--- src/rtl/i2cmb_byte_sequencer.sv ---
// Byte-level command sequencer for the I2C multi-bus master.
// Commands are queued in a small FIFO, then expanded one at a time into
// handshaked bit operations for the shared bit engine. Each executed
// command produces exactly one response pulse.
module i2cmb_byte_sequencer #(
    parameter int NUM_BUSES  = 16,
    parameter int BUS_ID_W   = 4,
    parameter int FIFO_DEPTH = 4
) (
    input  logic                 clk_i,
    input  logic                 rst_i,
    input  logic                 cmd_valid_i,
    output logic                 cmd_ready_o,
    input  logic [2:0]           cmd_code_i,
    input  logic [7:0]           cmd_data_i,
    output logic                 rsp_valid_o,
    output logic [1:0]           rsp_code_o,
    output logic [7:0]           rsp_data_o,
    output logic                 bit_req_o,
    output logic [1:0]           bit_op_o,
    output logic                 bit_dout_o,
    input  logic                 bit_done_i,
    input  logic                 bit_din_i,
    input  logic                 bit_arb_lost_i,
    input  logic [NUM_BUSES-1:0] bus_busy_i,
    input  logic                 tick_i,
    output logic [BUS_ID_W-1:0]  cur_bus_o,
    output logic                 captured_o
);

    localparam int PTR_W = $clog2(FIFO_DEPTH);
    localparam int CNT_W = PTR_W + 1;
    localparam logic [CNT_W-1:0] FULL_CNT = CNT_W'(FIFO_DEPTH);

    localparam logic [2:0] CMD_WAIT     = 3'b000;
    localparam logic [2:0] CMD_WRITE    = 3'b001;
    localparam logic [2:0] CMD_READ_ACK = 3'b010;
    localparam logic [2:0] CMD_READ_NAK = 3'b011;
    localparam logic [2:0] CMD_START    = 3'b100;
    localparam logic [2:0] CMD_STOP     = 3'b101;
    localparam logic [2:0] CMD_SET_BUS  = 3'b110;

    localparam logic [1:0] RSP_DONE = 2'b00;
    localparam logic [1:0] RSP_NAK  = 2'b01;
    localparam logic [1:0] RSP_ARB  = 2'b10;
    localparam logic [1:0] RSP_ERR  = 2'b11;

    localparam logic [1:0] OP_START = 2'b00;
    localparam logic [1:0] OP_STOP  = 2'b01;
    localparam logic [1:0] OP_WRITE = 2'b10;
    localparam logic [1:0] OP_READ  = 2'b11;

    typedef enum logic [3:0] {
        S_IDLE, S_FETCH, S_START, S_WR_BITS, S_WR_ACK,
        S_RD_BITS, S_RD_ACK, S_STOP, S_WAIT, S_RESP
    } state_t;

    // ---------------- command FIFO ----------------
    logic [10:0]      mem [FIFO_DEPTH];
    logic [10:0]      head_reg;
    logic [PTR_W-1:0] wr_ptr_reg, rd_ptr_reg;
    logic [CNT_W-1:0] count_reg, count_next;
    logic             ready_reg;
    logic             push, pop, flush;

    state_t           state_reg, state_next;
    logic             arb_event;

    assign push        = cmd_valid_i && ready_reg;
    assign pop         = (state_reg == S_FETCH);
    assign flush       = arb_event;
    assign cmd_ready_o = ready_reg;

    // Storage array with a registered read of the head entry; the head is
    // re-read every cycle so it is valid by the time FETCH looks at it.
    always_ff @(posedge clk_i) begin
        if (push) begin
            mem[wr_ptr_reg] <= {cmd_code_i, cmd_data_i};
        end
        head_reg <= mem[rd_ptr_reg];
    end

    // Occupancy after this edge; an arbitration flush also drops a concurrent push.
    always_comb begin
        count_next = count_reg;
        if (flush) begin
            count_next = '0;
        end else if (push && !pop) begin
            count_next = count_reg + CNT_W'(1);
        end else if (!push && pop) begin
            count_next = count_reg - CNT_W'(1);
        end
    end

    // Pointer/count registers; ready is held low during reset.
    always_ff @(posedge clk_i) begin
        if (!rst_i) begin
            wr_ptr_reg <= '0;
            rd_ptr_reg <= '0;
            count_reg  <= '0;
            ready_reg  <= 1'b0;
        end else begin
            count_reg <= count_next;
            ready_reg <= (count_next != FULL_CNT);
            if (flush) begin
                wr_ptr_reg <= '0;
                rd_ptr_reg <= '0;
            end else begin
                if (push) wr_ptr_reg <= wr_ptr_reg + PTR_W'(1);
                if (pop)  rd_ptr_reg <= rd_ptr_reg + PTR_W'(1);
            end
        end
    end

    // ---------------- selected bus busy ----------------
    logic [NUM_BUSES-1:0] busy_hit;
    logic                 busy_sel;

    genvar gi;
    generate
        for (gi = 0; gi < NUM_BUSES; gi++) begin : g_busy
            assign busy_hit[gi] = bus_busy_i[gi] && (cur_bus_o == BUS_ID_W'(gi));
        end
    endgenerate
    assign busy_sel = |busy_hit;

    // ---------------- sequencer ----------------
    logic [2:0]          cmd_code_reg, cmd_code_next;
    logic [7:0]          cmd_data_reg, cmd_data_next;
    logic [2:0]          bit_idx_reg, bit_idx_next;
    logic [7:0]          shift_reg, shift_next;
    logic [7:0]          wait_cnt_reg, wait_cnt_next;
    logic                gap_reg, gap_next;
    logic                issued_reg, issued_next;
    logic [1:0]          rsp_code_reg, rsp_code_next;
    logic [7:0]          rsp_data_reg, rsp_data_next;
    logic                captured_reg, captured_next;
    logic [BUS_ID_W-1:0] cur_bus_reg, cur_bus_next;
    logic                req;
    logic [1:0]          op;
    logic                dout;
    logic                done_ok;

    // Bit request presentation: one quiet cycle follows every completed op.
    always_comb begin
        req  = 1'b0;
        op   = OP_START;
        dout = 1'b0;
        case (state_reg)
            S_START: begin
                req = !gap_reg && (captured_reg || !busy_sel || issued_reg);
                op  = OP_START;
            end
            S_WR_BITS: begin
                req  = !gap_reg;
                op   = OP_WRITE;
                dout = cmd_data_reg[3'd7 - bit_idx_reg];
            end
            S_WR_ACK: begin
                req = !gap_reg;
                op  = OP_READ;
            end
            S_RD_BITS: begin
                req = !gap_reg;
                op  = OP_READ;
            end
            S_RD_ACK: begin
                req  = !gap_reg;
                op   = OP_WRITE;
                dout = (cmd_code_reg == CMD_READ_NAK);
            end
            S_STOP: begin
                req = !gap_reg;
                op  = OP_STOP;
            end
            default: ;
        endcase
    end

    assign done_ok   = req && bit_done_i && !bit_arb_lost_i;
    assign arb_event = req && bit_done_i && bit_arb_lost_i;

    // Next-state and datapath decisions for the current command.
    always_comb begin
        state_next    = state_reg;
        cmd_code_next = cmd_code_reg;
        cmd_data_next = cmd_data_reg;
        bit_idx_next  = bit_idx_reg;
        shift_next    = shift_reg;
        wait_cnt_next = wait_cnt_reg;
        gap_next      = 1'b0;
        issued_next   = issued_reg;
        rsp_code_next = rsp_code_reg;
        rsp_data_next = rsp_data_reg;
        captured_next = captured_reg;
        cur_bus_next  = cur_bus_reg;

        case (state_reg)
            S_IDLE: begin
                if (count_reg != '0) state_next = S_FETCH;
            end
            S_FETCH: begin
                cmd_code_next = head_reg[10:8];
                cmd_data_next = head_reg[7:0];
                bit_idx_next  = '0;
                shift_next    = '0;
                wait_cnt_next = '0;
                issued_next   = 1'b0;
                rsp_code_next = RSP_DONE;
                rsp_data_next = '0;
                case (head_reg[10:8])
                    CMD_WAIT:  state_next = (head_reg[7:0] == 8'd0) ? S_RESP : S_WAIT;
                    CMD_START: state_next = S_START;
                    CMD_WRITE: begin
                        state_next = captured_reg ? S_WR_BITS : S_RESP;
                        if (!captured_reg) rsp_code_next = RSP_ERR;
                    end
                    CMD_READ_ACK, CMD_READ_NAK: begin
                        state_next = captured_reg ? S_RD_BITS : S_RESP;
                        if (!captured_reg) rsp_code_next = RSP_ERR;
                    end
                    CMD_STOP: begin
                        state_next = captured_reg ? S_STOP : S_RESP;
                        if (!captured_reg) rsp_code_next = RSP_ERR;
                    end
                    CMD_SET_BUS: begin
                        state_next = S_RESP;
                        if (captured_reg || ({24'd0, head_reg[7:0]} >= 32'(NUM_BUSES))) begin
                            rsp_code_next = RSP_ERR;
                        end else begin
                            cur_bus_next = head_reg[BUS_ID_W-1:0];
                        end
                    end
                    default: begin
                        state_next    = S_RESP;
                        rsp_code_next = RSP_ERR;
                    end
                endcase
            end
            S_START: begin
                issued_next = req;
                if (done_ok) begin
                    captured_next = 1'b1;
                    state_next    = S_RESP;
                end
            end
            S_WR_BITS: begin
                if (done_ok) begin
                    gap_next     = 1'b1;
                    bit_idx_next = bit_idx_reg + 3'd1;
                    if (bit_idx_reg == 3'd7) state_next = S_WR_ACK;
                end
            end
            S_WR_ACK: begin
                if (done_ok) begin
                    rsp_code_next = bit_din_i ? RSP_NAK : RSP_DONE;
                    state_next    = S_RESP;
                end
            end
            S_RD_BITS: begin
                if (done_ok) begin
                    gap_next     = 1'b1;
                    shift_next   = {shift_reg[6:0], bit_din_i};
                    bit_idx_next = bit_idx_reg + 3'd1;
                    if (bit_idx_reg == 3'd7) state_next = S_RD_ACK;
                end
            end
            S_RD_ACK: begin
                if (done_ok) begin
                    rsp_data_next = shift_reg;
                    state_next    = S_RESP;
                end
            end
            S_STOP: begin
                if (done_ok) begin
                    captured_next = 1'b0;
                    state_next    = S_RESP;
                end
            end
            S_WAIT: begin
                if (tick_i) begin
                    wait_cnt_next = wait_cnt_reg + 8'd1;
                    if (wait_cnt_reg + 8'd1 == cmd_data_reg) state_next = S_RESP;
                end
            end
            S_RESP: begin
                state_next = (count_reg != '0) ? S_FETCH : S_IDLE;
            end
            default: state_next = S_IDLE;
        endcase

        if (arb_event) begin
            captured_next = 1'b0;
            rsp_code_next = RSP_ARB;
            rsp_data_next = '0;
            gap_next      = 1'b0;
            state_next    = S_RESP;
        end
    end

    // Sequencer state registers.
    always_ff @(posedge clk_i) begin
        if (!rst_i) begin
            state_reg    <= S_IDLE;
            cmd_code_reg <= '0;
            cmd_data_reg <= '0;
            bit_idx_reg  <= '0;
            shift_reg    <= '0;
            wait_cnt_reg <= '0;
            gap_reg      <= 1'b0;
            issued_reg   <= 1'b0;
            rsp_code_reg <= '0;
            rsp_data_reg <= '0;
            captured_reg <= 1'b0;
            cur_bus_reg  <= '0;
        end else begin
            state_reg    <= state_next;
            cmd_code_reg <= cmd_code_next;
            cmd_data_reg <= cmd_data_next;
            bit_idx_reg  <= bit_idx_next;
            shift_reg    <= shift_next;
            wait_cnt_reg <= wait_cnt_next;
            gap_reg      <= gap_next;
            issued_reg   <= issued_next;
            rsp_code_reg <= rsp_code_next;
            rsp_data_reg <= rsp_data_next;
            captured_reg <= captured_next;
            cur_bus_reg  <= cur_bus_next;
        end
    end

    assign bit_req_o   = req;
    assign bit_op_o    = op;
    assign bit_dout_o  = dout;
    assign rsp_valid_o = (state_reg == S_RESP);
    assign rsp_code_o  = rsp_valid_o ? rsp_code_reg : 2'b00;
    assign rsp_data_o  = rsp_valid_o ? rsp_data_reg : 8'h00;
    assign cur_bus_o   = cur_bus_reg;
    assign captured_o  = captured_reg;

endmodule
--- config.mk ---
export PLATFORM = sky130hd
export DESIGN_NAME = i2cmb_byte_sequencer
export DESIGN_NICKNAME = d
export VERILOG_FILES = /design/src/rtl/i2cmb_byte_sequencer.sv
export SDC_FILE = /design/constraint.sdc
export NUM_CORES = 1
export LEC_CHECK = 0
export CAP_MARGIN = 20
export CORE_MARGIN = 8
export CORE_UTILIZATION = 51
export DETAILED_ROUTE_END_ITERATION = 10
export PLACE_DENSITY = 0.82
export SETUP_SLACK_MARGIN = 0.2
export SLEW_MARGIN = 20
export SYNTH_ARGS = -nofsm -noshare
export SYNTH_HDL_FRONTEND = slang
export SYNTH_SLANG_ARGS = --single-unit
--- constraint.sdc ---
create_clock -name clk_i -period 3.15 [get_ports clk_i]
set_clock_uncertainty 0.2 [all_clocks]
set_input_delay 0.945 -clock clk_i [delete_from_list [all_inputs] [get_ports clk_i]]
set_output_delay 0.945 -clock clk_i [all_outputs]
set_load 0.03 [all_outputs]
* Yosys cells after proc, flatten, opt, wreduce, memory -nomap -nowiden
Memory sizes are Yosys's and may differ from the RTL's. A register that Yosys moved wholly into a read port is not among the register bits.
Index checks and enable logic that the tools add are counted.
** Word-level totals
- Bits in registers :: 59
- RAM bits :: 44
- Input port bits :: 34
- Output and inout port bits :: 21
- Word-level logic and storage cells :: 200
- Memories :: 1
** Memory list
- mem :: words 4, bits a word 11, rd ports 1, clocked after Yosys merged registers in 1, write ports 1, line 59 : logic [10:0] mem [FIFO_DEPTH];
** Cells by class
- Add/subtract/negate cells :: 7
- Order comparisons :: 2
- Eq/ne operators :: 56
- Muxes and demuxes :: 48
- Bitwise operators :: 3
- Reduce and logical (&&, ||, !) cells :: 65
** Operator list (number)
- 4-bit 2-to-1 mux :: 12
- 8-bit one-hot mux with 2 select lines :: 3
- 4-bit == test, second input constant :: 10
- 4-bit by 3-bit == test with 1-bit output, second input constant :: 8
- 8-bit 2-to-1 mux :: 4
- 4-bit one-hot mux with 7 select lines :: 1
- 3-bit inequality test, second input constant :: 9
- 1-bit logical AND :: 23
- 2-bit inequality test, second input constant :: 11
- 4-bit one-hot mux with 5 select lines :: 1
- 4-bit by 2-bit == test with 1-bit output, second input constant :: 4
- 8-bit AND reduction :: 2
- 16-bit OR reduction :: 1
- 2-bit nonzero test :: 7
- 3-bit == test, second input constant :: 4
- 3-bit 2-to-1 mux :: 4
- 2-bit one-hot mux with 3 select lines :: 2
- 2-bit AND reduction :: 6
- 2-bit OR reduction :: 6
- 2-bit 2-to-1 mux :: 5
- 3-bit by 2-bit == test with 1-bit output, second input constant :: 3
- 1-bit 2-to-1 mux :: 9
- 8-bit by 1-bit adder with 8-bit output, second input constant :: 1
- 4-bit by 1-bit == test with 1-bit output, second input constant :: 2
- 25 further kinds :: 43

* Longest topological paths before layout
- Depth in word-level cells :: 13
- Gate-level depth with buffers :: 8
- Mapped depth without buffers :: 8

* Least setup slack after synthesis
Ideal clock, no wire load.
- Path type :: input-to-output
- From :: input port bus_busy_i[11]
- To :: output port bit_req_o
- Data arrival time :: 2112 ps
- Data required time :: 2005 ps
- Setup slack :: -107 ps
- Cell stages on the path :: 5
- Path buffers :: 0
- Cell sequence :: mux2i_1 > a22oi_1 > nand4_2 > nand2_1 > nor3_1
** On the way
- Word-level cells in the longest chain between the ends :: 7
** RTL lines
- from (decl) :: line 25 : input logic [NUM_BUSES-1:0] bus_busy_i,
- 1-bit logical AND :: line 122 : assign busy_hit[gi] = bus_busy_i[gi] && (cur_bus_o == BUS_ID_W'(gi));
- 16-bit OR reduction :: line 125 : assign busy_sel = |busy_hit;
- 1-bit zero test :: line 151 : req = !gap_reg && (captured_reg || !busy_sel || issued_reg);
- 1-bit logical OR (2 in a row) :: line 151
- 1-bit logical AND :: line 151
- 1-bit one-hot mux with 2 select lines :: line 149 : case (state_reg)
- to (decl) :: line 19 : output logic bit_req_o,
Every way passes these cells.

* Worst setup path after layout
- From :: register state_reg[0]
- To :: register state_reg[0]
** On the way
- Word-level cells in the longest chain between the ends :: 7
- Elaborated cells between the ends (all ways) :: 27
- Those cells by class :: 17 x eq/ne; 3 x mux; 7 x reduce/logical
** RTL lines
- from (decl) :: line 66 : state_t state_reg, state_next;
- from (signal assigned) :: line 317 : state_reg <= state_next;
- 4-bit by 3-bit == test with 1-bit output / 4-bit by 2-bit == test with 1-bit output (equally long branches) :: line 149, 198
- 5-bit OR reduction (no source line)
- 1-bit one-hot mux with 2 select lines :: line 149
- 1-bit logical AND :: line 180, 181
- 1-bit logical AND (on tied branches) :: line 181, 180
- 3-bit inequality test (no source line) / 3-bit by 1-bit inequality test with 1-bit output (equally long branches)
- 8-bit AND reduction (no source line)
Several ways; a longest one is shown, not always the timed one.
A chain may end at the register's enable or synchronous reset.

==> metrics.txt <==
run status finished with violations; violations in the final reports setup timing; Yosys top cell by area dfxtp_1; Synth Instances 490; Setup crit start kind flop; number of design-rule violations left by the first detailed-router iteration 361; Seq/Total Area, Yosys 51.6%; number of remaining DRC errors 0; synthesized area per cell 10.8 µm²; number of inserted diodes 0; total routed wirelength ~13000 µm; Setup crit end kind flop; Synth Net Count 534; global routing's busiest layer met2; type of the worst min-delay path flop to flop; P&R area growth vs syn 32.6%; Die H roughly 120 µm; average wire per standard cell around 18 µm; count of buffers inserted at the top-level ports 54; register area between 2000 and 3000 µm²; IO Count 55; number of clock sinks around 110; Initial Utilization 51.8%; headroom to the max-slew limit a little over two fifths; CTS tree done; maxcap violations 0; setup repair after global routing missed its margin yes; area of the core 10200 µm²; peak ir drop on the vdd network 0.494 mV; number of buffers added by the clock tree synthesis step 17; delay of the slowest cell on the worst path 390 ps; Placed Cells 678; Placement Rows 37; count of synthesis-stage warnings from yosys 0; crit path kind flop to flop; CP cell instances buf_6 -> and3b_2 -> nor4_4 -> nand4_2 -> buf_4 -> buf_6 -> buf_6 -> buf_6 -> buf_6 -> buf_6 -> buf_6 -> buf_6 -> buf_6 -> a31oi_2 -> nor4_1 -> o41a_1; Detailed Place HPWL between 8000 and 9000 µm; Vias/cell 5.85; Post-synth EDFFs 44; arrival time of data at the critical path endpoint 3370 ps; final std cells w/o fill 734; total cell area at the placement stage 6030 µm²; wire length of the first global-routing pass 20800 µm; Setup TNS -40.4 ps; FF+latch count, synth roughly 110; maximum number of buffers from clock root to sink 2; antenna violation net count after detailed routing 0; global route total overflow 0; CP most frequent cell buf_6; maximum net fanout on the critical path 5; Pre-Repair DR Iteration Count 5; number of endpoints with negative hold slack in the final report 0; Netlist cell types 69; met1 Usage GRT 20.7%; Die Span X around 120 µm; via count 4292; Pwr per Cell Area 718 nW/µm²; cell types with the largest area share after synthesis dfxtp_1, edfxtp_1, mux4_2; routability congestion estimate 0.947; clock transition at the registers of the reported paths 60 ps; Power, Total around 5.0 mW; global-route total usage across every layer 18.6%; final setup fails 2; global-route met2 utilization 33.1%; hold buffers post-CTS 0; dpl ws -349 ps; source-to-sink clock delay at the later pin of the worst-skew pair just over 500 ps; cell at the root of the clock tree clkbuf_8; met3 usage in global routing ~4.1%; standby leakage power 2.67 nW; commonest cells in the netlist dfxtp_1, nand2_1, edfxtp_1; slew at the pin closest to its max-slew limit ~860 ps; cell with the largest stage delay on the worst path o41a_1; Cell Area, Synth ~5300 µm²; H-tree levels 4; largest net degree at the start of global routing 29; post-route minimum period between 3000 and 4000 ps; flip-flop count of the largest register after layout 44; Filler Cell Count 706; final worst path period share 101%; asr flop ratio synth 0%; count of nets after finishing 629; area of the multi-input gates 2530 µm²; fin worst setup slack -32.5 ps; Pins Over Slew Limit 0; vias in the first global route between 4000 and 5000; post-route standard cell area excluding fillers 7000 µm²; leading cell type by number of instances after synthesis dfxtp_1; WP data required 3340 ps; share of the synthesized area in the top cell type 26.6%; Die Footprint 13900 µm²; initial antenna violation count 0; Top FF cell, synth dfxtp_1; achievable frequency 314 MHz; fraction of layout instances using a drive strength above 1 a little over a quarter
## per-layer routing
| layer | share of wire (%) | up-vias |
|---|---|---|
| li1 | - | 1992 |
| met1 | 39 | 2056 |
| met2 | 52 | 202 |
| met3 | 6.4 | 42 |
| met4 | 3.1 | 0 |
| met5 | 0 | - |
## cells in the final DEF, fill, tap and decap left out, types with 6 or more instances in the layout
cell             Yosys  final
dfxtp_1             70     65
nand2_1             60     59
edfxtp_1            44     44
nor2_1              36     36
buf_4                4     35
a21oi_1             32     31
nand3_1             25     24
buf_6                1     24
clkdlybuf4s50_1      0     22
mux2i_1             18     17
clkbuf_16            0     16
dlygate4sd2_1        0     14
mux4_2              13     13
o21ai_0             13     13
and2_4               0     10
xnor2_1             10     10
ha_1                10     10
inv_1                9      9
a22o_1               8      8
inv_6                0      7
nand2b_1             7      6
and3_1               6      6
xor2_1               6      6
## cell type report
class | instances | share of cell area (%)
Sequential cell | 114 | 39.1
Clock buffer | 17 | 5.92
Inverter | 9 | 0.483
Clock inverter | 15 | 2.61
Multi-Input combinational cell | 342 | 36.1
Tap cell | 136 | 2.43
Timing Repair Buffer | 101 | 13.3
## power by group
part	total [mW]	internal, mW	switching [mW]
logic	1.15	0.544	0.602
clock network	1.93	1.16	0.765
registers	1.95	1.73	0.217
total	5.02	3.44	1.58
## cell families after synthesis
logic type / Yosys count / synth area share, %
AO/OA/AOI/OAI: 89 / 11.5
adder cells (fa/ha/maj): 10 / 2.37
flip-flops: 114 / 51.6
buffers and inverters: 34 / 2.94
XOR/XNOR: 16 / 2.66
AND/OR/NAND/NOR: 192 / 19.1
multiplexers: 35 / 9.82
## what timing repair did
item	4_1_cts	5_1_grt
endpoints found under the setup margin	16	33
pin swaps	12	11
gates cloned	0	1
gates resized for setup	33	58
setup buffers	14	9
## worst max-delay path, delay by kind of cell (launching register included)
family / cells / cell delay, ps
flops: 1 / 350
buf+inv: 10 / 1140
simple gates: 4 / 740
compound gates: 2 / 620
## final timing paths
check / depth (start not counted) / start / slack [ps] / end
max: 16 / state_reg[0] / -30 / state_reg[0]
min: 2 / head_reg[7] / 260 / cmd_data_reg[7]
max reg2reg: 16 / state_reg[0] / -30 / state_reg[0]
min reg2reg: 2 / head_reg[7] / 260 / cmd_data_reg[7]
## metrics by stage
stage / hold WS [ps] / utilization (%)
floorplan: 226 / -
global placement: 239 / 59.2
detailed placement: 244 / 59.2
CTS: 255 / 66.3
global route: 282 / 68.7
finish: 262 / 68.7
Note: power is estimated with default switching activity, not from simulation.
